[config.mk]
export PLATFORM = sky130hd
export DESIGN_NAME = boot_loader_ctrl
export DESIGN_NICKNAME = d
export VERILOG_FILES = /design/src/rtl/boot_loader_ctrl.sv
export SDC_FILE = /design/constraint.sdc
export NUM_CORES = 1
export LEC_CHECK = 0
export CAP_MARGIN = 30
export CORE_ASPECT_RATIO = 2
export CORE_MARGIN = 5
export CORE_UTILIZATION = 40
export CTS_CLUSTER_SIZE = 8
export DETAILED_ROUTE_END_ITERATION = 8
export HOLD_SLACK_MARGIN = 0.08
export PLACE_DENSITY = 0.67
export SETUP_SLACK_MARGIN = 0.2
export SYNTH_ARGS = -nofsm -noshare
export SYNTH_HDL_FRONTEND = slang
export SYNTH_SLANG_ARGS = --single-unit
[constraint.sdc]
create_clock -name SYS_clk -period 2.45 [get_ports SYS_clk]
set_clock_uncertainty 0.1 [all_clocks]
set_input_delay 0.49 -clock SYS_clk [delete_from_list [all_inputs] [get_ports SYS_clk]]
set_output_delay 0.49 -clock SYS_clk [all_outputs]
set_load 0.01 [all_outputs]
[src/rtl/boot_loader_ctrl.sv]
// Boot loader controller: streams an image into instruction memory, then gates
// CPU reset/execution from a debounced start button and CPU decode faults.
//
//  state      | meaning
//  -----------+-----------------------------------------------------------
//  IDLE       | waiting for the first image byte, CPU held in reset
//  LOAD       | receiving image bytes, one write strobe per accepted byte
//  WAIT_START | image complete (or truncated), waiting for a button press
//  RUN        | CPU released and executing
//  HALT       | CPU frozen for inspection (button or invalid instruction)
module boot_loader_ctrl #(
    parameter logic [31:0] INS_START_ADDRESS = 32'h0000_0000,
    parameter int          MAX_BYTES         = 4096,
    parameter int          DEBOUNCE_CYCLES   = 4
) (
    input  logic        SYS_clk,
    input  logic        SYS_reset_n,
    input  logic        SYS_start_button,
    input  logic        RX_valid,
    input  logic [7:0]  RX_data,
    input  logic        RX_last,
    output logic        RX_ready,
    input  logic        invalid_instruction,
    output logic        PC_to_mem_enable,
    output logic [7:0]  PC_to_mem_data,
    output logic [31:0] PC_to_mem_address,
    output logic        CPU_reset,
    output logic        execution_enable,
    output logic [2:0]  state_o,
    output logic [31:0] byte_count,
    output logic        load_error,
    output logic        halt_cause
);

    typedef enum logic [2:0] {
        IDLE       = 3'd0,
        LOAD       = 3'd1,
        WAIT_START = 3'd2,
        RUN        = 3'd3,
        HALT       = 3'd4
    } state_t;

    localparam int          DW        = (DEBOUNCE_CYCLES > 1) ? $clog2(DEBOUNCE_CYCLES) : 1;
    localparam logic [DW-1:0] DB_RELOAD = DW'(DEBOUNCE_CYCLES - 1);
    localparam logic [31:0] LAST_SLOT = 32'(MAX_BYTES - 1);

    state_t        state;
    state_t        state_nxt;
    logic          btn_meta;
    logic          btn_sync;
    logic          btn_level;
    logic          press;
    logic [DW-1:0] deb_cnt;
    logic          accept;
    logic          at_limit;
    logic          truncate;
    logic          clear_image;

    // Down-counter restarts whenever the sample agrees with the accepted level,
    // so only DEBOUNCE_CYCLES consecutive disagreeing samples flip the level.
    always_ff @(posedge SYS_clk or negedge SYS_reset_n) begin
        if (!SYS_reset_n) begin
            btn_meta  <= 1'b0;
            btn_sync  <= 1'b0;
            btn_level <= 1'b0;
            press     <= 1'b0;
            deb_cnt   <= DB_RELOAD;
        end else begin
            btn_meta <= SYS_start_button;
            btn_sync <= btn_meta;
            press    <= 1'b0;
            if (btn_sync == btn_level) begin
                deb_cnt <= DB_RELOAD;
            end else if (deb_cnt == '0) begin
                btn_level <= btn_sync;
                deb_cnt   <= DB_RELOAD;
                press     <= btn_sync;
            end else begin
                deb_cnt <= deb_cnt - 1'b1;
            end
        end
    end

    assign RX_ready         = (state == IDLE) || (state == LOAD);
    assign accept           = RX_valid && RX_ready;
    assign at_limit         = (byte_count == LAST_SLOT);
    assign CPU_reset        = (state == IDLE) || (state == LOAD) || (state == WAIT_START);
    assign execution_enable = (state == RUN);
    assign state_o          = state;

    always_ff @(posedge SYS_clk or negedge SYS_reset_n) begin
        if (!SYS_reset_n) begin
            state <= IDLE;
        end else begin
            state <= state_nxt;
        end
    end

    always_comb begin
        state_nxt   = state;
        truncate    = 1'b0;
        clear_image = 1'b0;
        case (state)
            IDLE, LOAD: begin
                if (accept) begin
                    if (RX_last) begin
                        state_nxt = WAIT_START;
                    end else if (at_limit) begin
                        state_nxt = WAIT_START;
                        truncate  = 1'b1;
                    end else begin
                        state_nxt = LOAD;
                    end
                end
            end
            WAIT_START: begin
                if (press) state_nxt = RUN;
            end
            RUN: begin
                if (invalid_instruction || press) state_nxt = HALT;
            end
            HALT: begin
                if (press) begin
                    state_nxt   = IDLE;
                    clear_image = 1'b1;
                end
            end
            default: state_nxt = IDLE;
        endcase
    end

    always_ff @(posedge SYS_clk or negedge SYS_reset_n) begin
        if (!SYS_reset_n) begin
            PC_to_mem_enable  <= 1'b0;
            PC_to_mem_data    <= 8'h00;
            PC_to_mem_address <= 32'h0;
            byte_count        <= 32'h0;
            load_error        <= 1'b0;
            halt_cause        <= 1'b0;
        end else begin
            PC_to_mem_enable <= accept;
            if (accept) begin
                PC_to_mem_data    <= RX_data;
                PC_to_mem_address <= INS_START_ADDRESS + byte_count;
            end
            if (clear_image) begin
                byte_count <= 32'h0;
            end else if (accept) begin
                byte_count <= byte_count + 32'h1;
            end
            if (clear_image) begin
                load_error <= 1'b0;
            end else if (truncate) begin
                load_error <= 1'b1;
            end
            // Fault wins over a simultaneous press.
            if ((state == RUN) && (state_nxt == HALT)) begin
                halt_cause <= invalid_instruction;
            end
        end
    end

endmodule

==> summary.txt, run 1 <==
Status
  – Outcome: completed

Detailed routing
  – Final ANT Viol Nets: 0
  – DRT Wirelength: 10.6 mm
  – Drt drc: 0
  – Initial drt markers: 250
  – Vias: 3388
  – Routed len/inst: 16.8 um
  – DRT Pass-1 Iters: 4
  – Via/cell ratio: 5.36

Synthesis
  – Seq/Total Area, Yosys: 0.553
  – Average size of a mapped cell: 9.32 sq um
  – Synth Instances: 408
  – Synth Area in Compound Gates: 0.0546
  – Most instantiated cells after synthesis: nand2_1, dfrtp_1, nand3_1, nor2_1
  – Main combinational cell family by area after synthesis: simple AND/OR/NAND/NOR gates
  – Post-Synth Simple-Gate Area: 0.295
  – Synth Area in Adders: 0.00658
  – Yosys top cell area share: 0.539
  – Ranking of synthesized cells by area: dfrtp_1, nand2_1, mux2i_1
  – Count of cell types in the netlist: 42
  – Synthesized cell area: 3800 sq um
  – Number of flops mapped to enable cells by yosys: 0
  – Post-synth ARST share: 1.00
  – Mux cell area share after synthesis: 0.0319
  – Top-count cell post-synth: nand2_1
  – Ys Warns: 0
  – Cell taking the most area after synthesis: dfrtp_1
  – Predominant post-synthesis flop cell: dfrtp_1
  – Syn Nets: 424
  – Xor/xnor cell area share of the yosys netlist: 0.0253
  – Synthesized flop and latch total: 84

Clock tree
  – H-tree lvl count: 3
  – Clk_lat worst skew: 330 ps
  – # Post-CTS Setup Buffers: 0
  – Reg clk slew, reported paths: 60 ps
  – Inserted Clock Buffers: 9
  – CTS tree: done
  – Clock buffer depth: 2
  – Root Driver: clkbuf_16
  – Clk sinks: 84

Place
  – Cell total after placement: 615
  – PortBufs: 94
  – GP Congestion: 0.928
  – Post-DP HPWL: 7.86 mm

Worst setup path
  – Critical Path AT: 2290 ps
  – R2R cell count: 4
  – Req. time, crit path: 2610 ps
  – Crit Reg-Reg Startpoint: state_o[2]
  – Startpoint Class: register
  – Critical Path Fanout Max: 7
  – Crit end category: register
  – R2R setup slack: 320 ps
  – Worst r2r dst: byte_count[11]
  – Kind of critical path: reg2reg

STA
  – Final setup vio count: 0
  – Max Freq: 469 MHz
  – Worst Max-Slew Pin Slew: 555 ps
  – Final period demand of the worst path: 2130 ps
  – Fin. max-slew vios: 0
  – Post-route clock period utilization: 0.870
  – Fin. Hold Viols: 0
  – Slew headroom: 0.630
  – Unrepaired setup endpoints after global routing: false

Pwr
  – Pleak: 0.00247 uW
  – Worst vdd ir: 0.000741 V
  – Cell area power density: 1130 nW/um^2
  – Total power: 6020 uW

Floorplanning
  – Die height: 148 um
  – Die area: 11700 sq um
  – Initial Util: 0.408
  – Core area: 9320 sq um
  – Top Ports: 95
  – Width of the die: 79.0 um
  – Row count: 50

Min path
  – Min-Delay Path Class: reg2reg
  – Hold path startpoint: btn_meta
  – Min-Delay Endpoint: btn_sync
  – Hold path cells: 0

Cells and area
  – Nets: 539
  – Layout cells sized above 1: 0.121
  – Finished Layout Cells: 632
  – P&R area growth vs syn: 40.2%
  – Antenna diode count: 0

GRT
  – Congestion Overflow GR: 0
  – Initial antenna violation count: 0
  – Vias in the first global route: 3481
  – First-pass GRT wire length: 17.7 mm
  – Largest net degree at the start of global routing: 43
  – Total global-route track usage: 0.194

Job
  – Max Cap Viol: 0
where the power goes:
group          switching (uW)  internal, uW
registers                 422          1860
logic                    1140          1240
clock network             522           837
cells by family after synthesis:
family,Yosys count
compound gates,35
xor+xnor,11
fa+ha+maj,2
buf+inv,27
flops,84
mux,12
simple gates,237
layout by cell type (no fill, tap or decap), types with 2 or more instances in the layout:
master | synthesis | layout
a21oi_1 | 14 | 14
and2_1 | 2 | 2
and3_1 | 6 | 6
and4_1 | 3 | 3
buf_4 | 0 | 26
clkbuf_16 | 0 | 9
clkbuf_8 | 0 | 2
clkdlybuf4s50_1 | 0 | 91
clkinv_2 | 0 | 4
dfrtp_1 | 82 | 81
dfstp_2 | 2 | 2
ha_1 | 2 | 2
inv_1 | 8 | 8
mux2i_1 | 11 | 11
nand2_1 | 142 | 141
nand3_1 | 16 | 16
nand4_1 | 9 | 9
nand4b_1 | 2 | 2
nor2_1 | 15 | 15
nor3_1 | 4 | 4
nor4_1 | 14 | 14
o21ai_0 | 10 | 10
o31ai_1 | 5 | 5
o32ai_1 | 2 | 2
or2_2 | 7 | 7
or3_1 | 4 | 4
or4_1 | 4 | 3
or4_4 | 1 | 2
xnor2_1 | 6 | 6
xor2_1 | 5 | 5
critical path: stages (launching register included):
cell	delay, ps
dfrtp_1	460
or3b_4	480
or4_4	540
or3_1	360
a21oi_1	120
stage by stage:
step / instance area (sq um) / worst slack, ps / setup TNS (ps) / hold slack, ps / utilization
after floorplan: 3800 / 263 / 0 / 94.4 / -
after global placement: 5000 / -107 / -403 / 236 / 0.536
after detailed placement: 5000 / -115 / -1040 / 236 / 0.536
after CTS: 5310 / 213 / 0 / 249 / 0.570
after global routing: 5330 / 243 / 0 / 273 / 0.572
final: 5330 / 318 / 0 / 246 / 0.572
final cells by class:
class | instances | area (sq um)
Inverter | 9 | 33.8
Clock inverter | 5 | 50.0
Timing Repair Buffer | 122 | 1170
Fill cell | 840 | 3990
Tap cell | 104 | 130
Multi-Input combinational cell | 297 | 1590
Clock buffer | 11 | 253
Sequential cell | 84 | 2110
registers in the layout (all words and copies together), names as in the netlist:
| register | count |
|---|---|
| PC_to_mem_enable | 1 |
| btn_sync | 1 |
| load_error | 1 |
| deb_cnt | 2 |
| state_o | 3 |
| PC_to_mem_data | 8 |
| halt_cause | 1 |
| btn_meta | 1 |
| PC_to_mem_address | 32 |
| press | 1 |
| byte_count | 32 |
| btn_level | 1 |
how the worst max path moves through the flow:
stage	cells after the start	end	slack, ps	start
final	4	byte_count[11]	320	state_o[2]
after global routing	4	byte_count[11]	240	state_o[2]
after CTS	6	byte_count[18]	210	RX_valid
after detailed placement	6	byte_count[18]	-120	RX_valid
after global placement	5	byte_count[11]	-110	RX_valid
after floorplan	6	byte_count[11]	260	state_o[2]
routing by layer:
layer | share of wire | wire (um) | up-vias | track usage
met4 | 0.023 | 242 | 0 | 0.0783
met2 | 0.57 | 6010 | 102 | 0.354
met1 | 0.37 | 3890 | 1662 | 0.221
met5 | 0 | 0 | - | 0
li1 | - | - | 1611 | -
met3 | 0.044 | 464 | 13 | 0.0317
repair_timing:
item,in CTS,in global routing
cloned,0,0
hold buffers,1,0
resized for setup,3,5
endpoints found under the hold margin,40,0
pin swaps,0,4
setup endpoints to repair,1,11
(Power assumes the default switching activity.)
==> inputs of run 2 (changes only) <==
--- a/config.mk
+++ b/config.mk
@@ -6,7 +6,7 @@
 export NUM_CORES = 1
 export LEC_CHECK = 0
 export CAP_MARGIN = 30
-export CORE_ASPECT_RATIO = 2
+export CORE_ASPECT_RATIO = 0.75
 export CORE_MARGIN = 5
 export CORE_UTILIZATION = 40
 export CTS_CLUSTER_SIZE = 8
==> run 2 against run 1 <==
  * Final cell count up 3.0%
  * Cell area down 0.14%
  * Combinational power down 2%
  * Sequential share of layout area up 0.10 points
  * Die area down 0.84%
  * Critical path type is now in2reg
  * Sequential power about the same
  * Wire length down 4.1%
  * Non-clock buffer count down 5
  * Critical endpoint unchanged
==> summary.txt, run 2 (same netlist as run 1, synthesis figures left out) <==
Status
  – Outcome: completed

Worst setup path
  – Req. time, crit path: 2610 ps
  – Startpoint Class: primary input
  – Crit Reg-Reg Startpoint: byte_count[11]
  – Critical Path AT: 2400 ps
  – Crit end category: register
  – R2R setup slack: 320 ps
  – Critical Path Fanout Max: 5
  – Crit path launch: RX_valid
  – Kind of critical path: in2reg

Floorplanning
  – Initial Util: 0.415
  – Die area: 11600 sq um
  – Width of the die: 123 um
  – Core area: 9160 sq um
  – Die height: 94.5 um
  – Row count: 30
  – Top Ports: 95

Clock tree
  – Clk sinks: 84
  – Reg clk slew, reported paths: 60 ps
  – Clk_lat worst skew: 340 ps
  – Clock buffer depth: 2
  – Inserted Clock Buffers: 9
  – H-tree lvl count: 3
  – Root Driver: clkbuf_16
  – CTS tree: done

Cells and area
  – Fin util: 0.581
  – Biggest regs: PC_to_mem_address: 32 flops, byte_count: 32 flops, PC_to_mem_data: 8 flops
  – Commonest non-fill, non-tap cell in the layout: nand2_1
  – Antenna diode count: 0
  – Nets: 534
  – P&R area growth vs syn: 40.0%
  – Multi-input combinational cell area: 1600 sq um
  – Most frequent cells in the layout: nand2_1, clkdlybuf4s50_1, dfrtp_1, buf_4, nand3_1
  – Filler cell count: 833
  – Finished Layout Cells: 651
  – Layout cells sized above 1: 0.119
  – Reg area: 2110 sq um

GRT
  – First-pass GRT wire length: 16.8 mm
  – Largest net degree at the start of global routing: 70
  – Total global-route track usage: 0.186
  – Congestion Overflow GR: 0
  – Initial antenna violation count: 0
  – Vias in the first global route: 3224

Place
  – Post-DP HPWL: 7.01 mm
  – GP Congestion: 0.922
  – PortBufs: 94
  – Cell total after placement: 633

STA
  – Fin. max-slew vios: 0
  – Final setup vio count: 0
  – Max Freq: 446 MHz
  – Post-route setup TNS: 0 ps
  – Fin. Hold Viols: 0
  – Slew headroom: 0.566
  – Final period demand of the worst path: 2240 ps
  – Worst hold slack: 250 ps
  – Unrepaired setup endpoints after global routing: true
  – Worst Max-Slew Pin Slew: 648 ps
  – Post-route clock period utilization: 0.915

Pwr
  – Worst vdd ir: 0.000752 V
  – Cell area power density: 1120 nW/um^2
  – Pleak: 0.00243 uW

Detailed routing
  – Vias: 3300
  – Final ANT Viol Nets: 0
  – Drt drc: 0
  – DRT Wirelength: 10.2 mm
  – Routed len/inst: 15.6 um
  – Initial drt markers: 255
  – DRT Pass-1 Iters: 4
  – Via/cell ratio: 5.07

Min path
  – Min-Delay Path Class: reg2reg
  – Hold path startpoint: btn_meta

Job
  – Max Cap Viol: 0
==> run 2: changes by cell type in the layout (fill, tap and decap cells not counted), sizes merged <==
| cell | delta |
|---|---|
| clkbuf | -1 |
| buf | -5 |
| clkinv | +1 |
==> run 2: path summary, 6_finish.rpt <==
kind | to | depth (start not counted)
max in group asynchronous | deb_cnt[1] | 3
setup / recovery | byte_count[11] | 5
setup reg to reg | byte_count[22] | 4
hold / removal | btn_sync | 0
min in group asynchronous | PC_to_mem_address[19] | 2
hold reg to reg | btn_sync | 0
==> run 2: area by class of cell <==
class	count	area share
Multi-Input combinational cell	297	0.301
Inverter	9	0.00634
Clock inverter	6	0.0103
Tap cell	128	0.0301
Sequential cell	84	0.396
Timing Repair Buffer	117	0.213
Clock buffer	10	0.0430
==> run 2: timing repair <==
| action | in CTS | in global routing |
|---|---|---|
| hold buffers | 1 | 0 |
| setup endpoints to repair | 1 | 12 |
| hold endpoints to repair | 15 | 0 |
| setup buffers | 0 | 1 |
| resized for setup | 3 | 10 |
==> run 2: stage by stage <==
stage / area, sq um / worst slack, ps / total power, uW
2_1_floorplan: 3800 / 263 / 3330
3_3_place_gp: 4980 / -142 / 4580
3_5_place_dp: 4980 / -131 / 4640
4_1_cts: 5280 / 214 / 5990
5_1_grt: 5330 / 177 / 6340
6_report: 5330 / 209 / 5940
==> run 2: per-layer routing <==
layer / GRT usage / share of wire / up-vias
met2: 0.269 / 0.43 / 122
met5: 0 / 0 / -
met1: 0.262 / 0.47 / 1567
li1: - / - / 1601
met4: 0.0513 / 0.012 / 0
met3: 0.0683 / 0.093 / 10
==> run 2: worst max-delay path, stage by stage <==
cell and delay [ps]:
clkdlybuf4s50_1 490, or3b_4 430, or4_4 520, or3_1 320
a21oi_1 150
==> run 2: power breakdown <==
part | total [uW] | switching, uW | internal, uW
combinational | 2340 | 1140 | 1200
sequential | 2280 | 423 | 1860
clock | 1320 | 535 | 780
==> inputs of run 3 (changes only) <==
--- a/config.mk
+++ b/config.mk
@@ -13,7 +13,6 @@
 export DETAILED_ROUTE_END_ITERATION = 8
 export HOLD_SLACK_MARGIN = 0.08
 export PLACE_DENSITY = 0.67
-export SETUP_SLACK_MARGIN = 0.2
 export SYNTH_ARGS = -nofsm -noshare
 export SYNTH_HDL_FRONTEND = slang
 export SYNTH_SLANG_ARGS = --single-unit
==> run 3 against run 2 <==
  * Sequential power hardly changed
  * Non-clock buffer count is 1 lower
  * Count of clock-buffer cells in the layout stayed put
  * Core utilization is 0.48 points lower
  * Register-to-register slack worse by 70 ps
  * Sequential share of layout area is 0.28 points higher
  * Largest power group unchanged
  * Die area stayed put
==> summary.txt, run 3 (same netlist as run 1, synthesis figures left out) <==
GRT
  – Congestion Overflow GR: 0
  – Initial antenna violation count: 0
  – Vias in the first global route: 3224
  – First-pass GRT wire length: 16.8 mm
  – Largest net degree at the start of global routing: 70
  – Total global-route track usage: 0.186

STA
  – Post-route clock period utilization: 0.937
  – Worst Max-Slew Pin Slew: 618 ps
  – Fin. Hold Viols: 0
  – Slew headroom: 0.587
  – Final period demand of the worst path: 2300 ps
  – Max Freq: 436 MHz
  – Unrepaired setup endpoints after global routing: false
  – Final setup vio count: 0
  – Post-route setup slack: 155 ps
  – Fin. max-slew vios: 0

Pwr
  – Total power: 5920 uW
  – Pleak: 0.00242 uW
  – Cell area power density: 1120 nW/um^2
  – Worst vdd ir: 0.000751 V

Cells and area
  – Fin util: 0.577
  – Nets: 533
  – Finished Layout Cells: 650
  – Biggest regs: PC_to_mem_address: 32 flops, byte_count: 32 flops, PC_to_mem_data: 8 flops
  – Commonest non-fill, non-tap cell in the layout: nand2_1
  – P&R area growth vs syn: 38.8%
  – Antenna diode count: 0
  – Layout cells sized above 1: 0.103
  – Filler cell count: 834
  – Most frequent cells in the layout: nand2_1, clkdlybuf4s50_1, dfrtp_1, buf_4, nand3_1

Detailed routing
  – Routed len/inst: 15.6 um
  – Via/cell ratio: 5.08
  – DRT Pass-1 Iters: 6
  – Vias: 3305
  – Final ANT Viol Nets: 0
  – Drt drc: 0
  – Initial drt markers: 244
  – DRT Wirelength: 10.1 mm

Worst setup path
  – Critical Path AT: 1710 ps
  – Slowest CP cell: clkdlybuf4s50_1
  – Startpoint Class: register
  – Crit path launch: state_o[1]
  – Critical Path End: execution_enable
  – R2R cell count: 4
  – Crit Reg-Reg Startpoint: byte_count[11]
  – Req. time, crit path: 1860 ps
  – Critical Path Fanout Max: 9
  – Crit end category: primary output
  – R2R setup slack: 250 ps
  – Critical Path Max Stage Delay: 590 ps
  – CP cell instances: inv_1 -> nor3b_2 -> clkdlybuf4s50_1
  – Kind of critical path: reg2out
  – Worst r2r dst: byte_count[22]

Place
  – Post-DP HPWL: 7.01 mm
  – DP Worst Slack: -131 ps
  – Cell total after placement: 633
  – PortBufs: 94
  – GP Congestion: 0.922

Floorplanning
  – Die height: 94.5 um
  – Core area: 9160 sq um
  – Initial Util: 0.415
  – Die area: 11600 sq um
  – Row count: 30
  – Width of the die: 123 um
  – Top Ports: 95

Clock tree
  – Clk_lat worst skew: 340 ps
  – H-tree lvl count: 3
  – Root Driver: clkbuf_16
  – CTS tree: done
  – Reg clk slew, reported paths: 60 ps
  – Clk sinks: 84
  – Clock buffer depth: 2
  – Inserted Clock Buffers: 9

Status
  – Outcome: completed

Min path
  – Min-Delay Path Class: reg2reg

Job
  – Max Cap Viol: 0
==> run 3: worst min path at each step <==
stage | start | slack (ps) | depth (start not counted) | to
after floorplan | SYS_reset_n | 90 | 0 | PC_to_mem_address[0]
after global placement | btn_meta | 240 | 0 | btn_sync
after detailed placement | btn_meta | 240 | 0 | btn_sync
after CTS | btn_meta | 250 | 0 | btn_sync
after global routing | btn_meta | 270 | 0 | btn_sync
final | btn_meta | 250 | 0 | btn_sync
==> run 3: metrics by stage <==
stage	setup TNS [ps]	cell area (sq um)	hold WS, ps
4_1_cts	0	5280	251
5_1_grt	0	5280	269
2_1_floorplan	0	3800	94.4
3_3_place_gp	-1010	4980	237
3_5_place_dp	-1170	4980	238
6_report	0	5280	250
==> run 3: layout make-up <==
cell class	instances	area (sq um)	share of cell area
sequential	84	2110	0.399
multi-input combinational	297	1580	0.299
timing repair buffer	116	1120	0.212
clock buffer	10	229	0.0434
tap	128	160	0.0303
clock inverter	6	55.1	0.0104
inverter	9	33.8	0.00640
==> run 3: power breakdown <==
part           switching [uW]  leakage, uW  internal, uW
clock                     534     0.000146           780
combinational            1130      0.00127          1200
sequential                421     0.000999          1860
total                    2080      0.00242          3840
==> run 3: what timing repair did <==
action,CTS,global route
hold endpoints to repair,15,0
gates cloned,0,0
pin swaps,0,0
buffers inserted,0,0
hold buffers,1,0
setup endpoints to repair,1,1
resized for setup,1,1
==> run 3: layer usage <==
layer  vias up  global-route usage  wire length [um]
li1       1601                   -                 -
met1      1576               0.262              4880
met2       119               0.269              4250
met3         9              0.0683               890
met4         0              0.0513               100
met5         -                   0                 0
==> run 3: critical path, delay by kind of cell, from the launching register on <==
| kind | cells | cell delay (ps) |
|---|---|---|
| buffers and inverters | 2 | 690 |
| DFF | 1 | 450 |
| and+or+nand+nor | 1 | 230 |
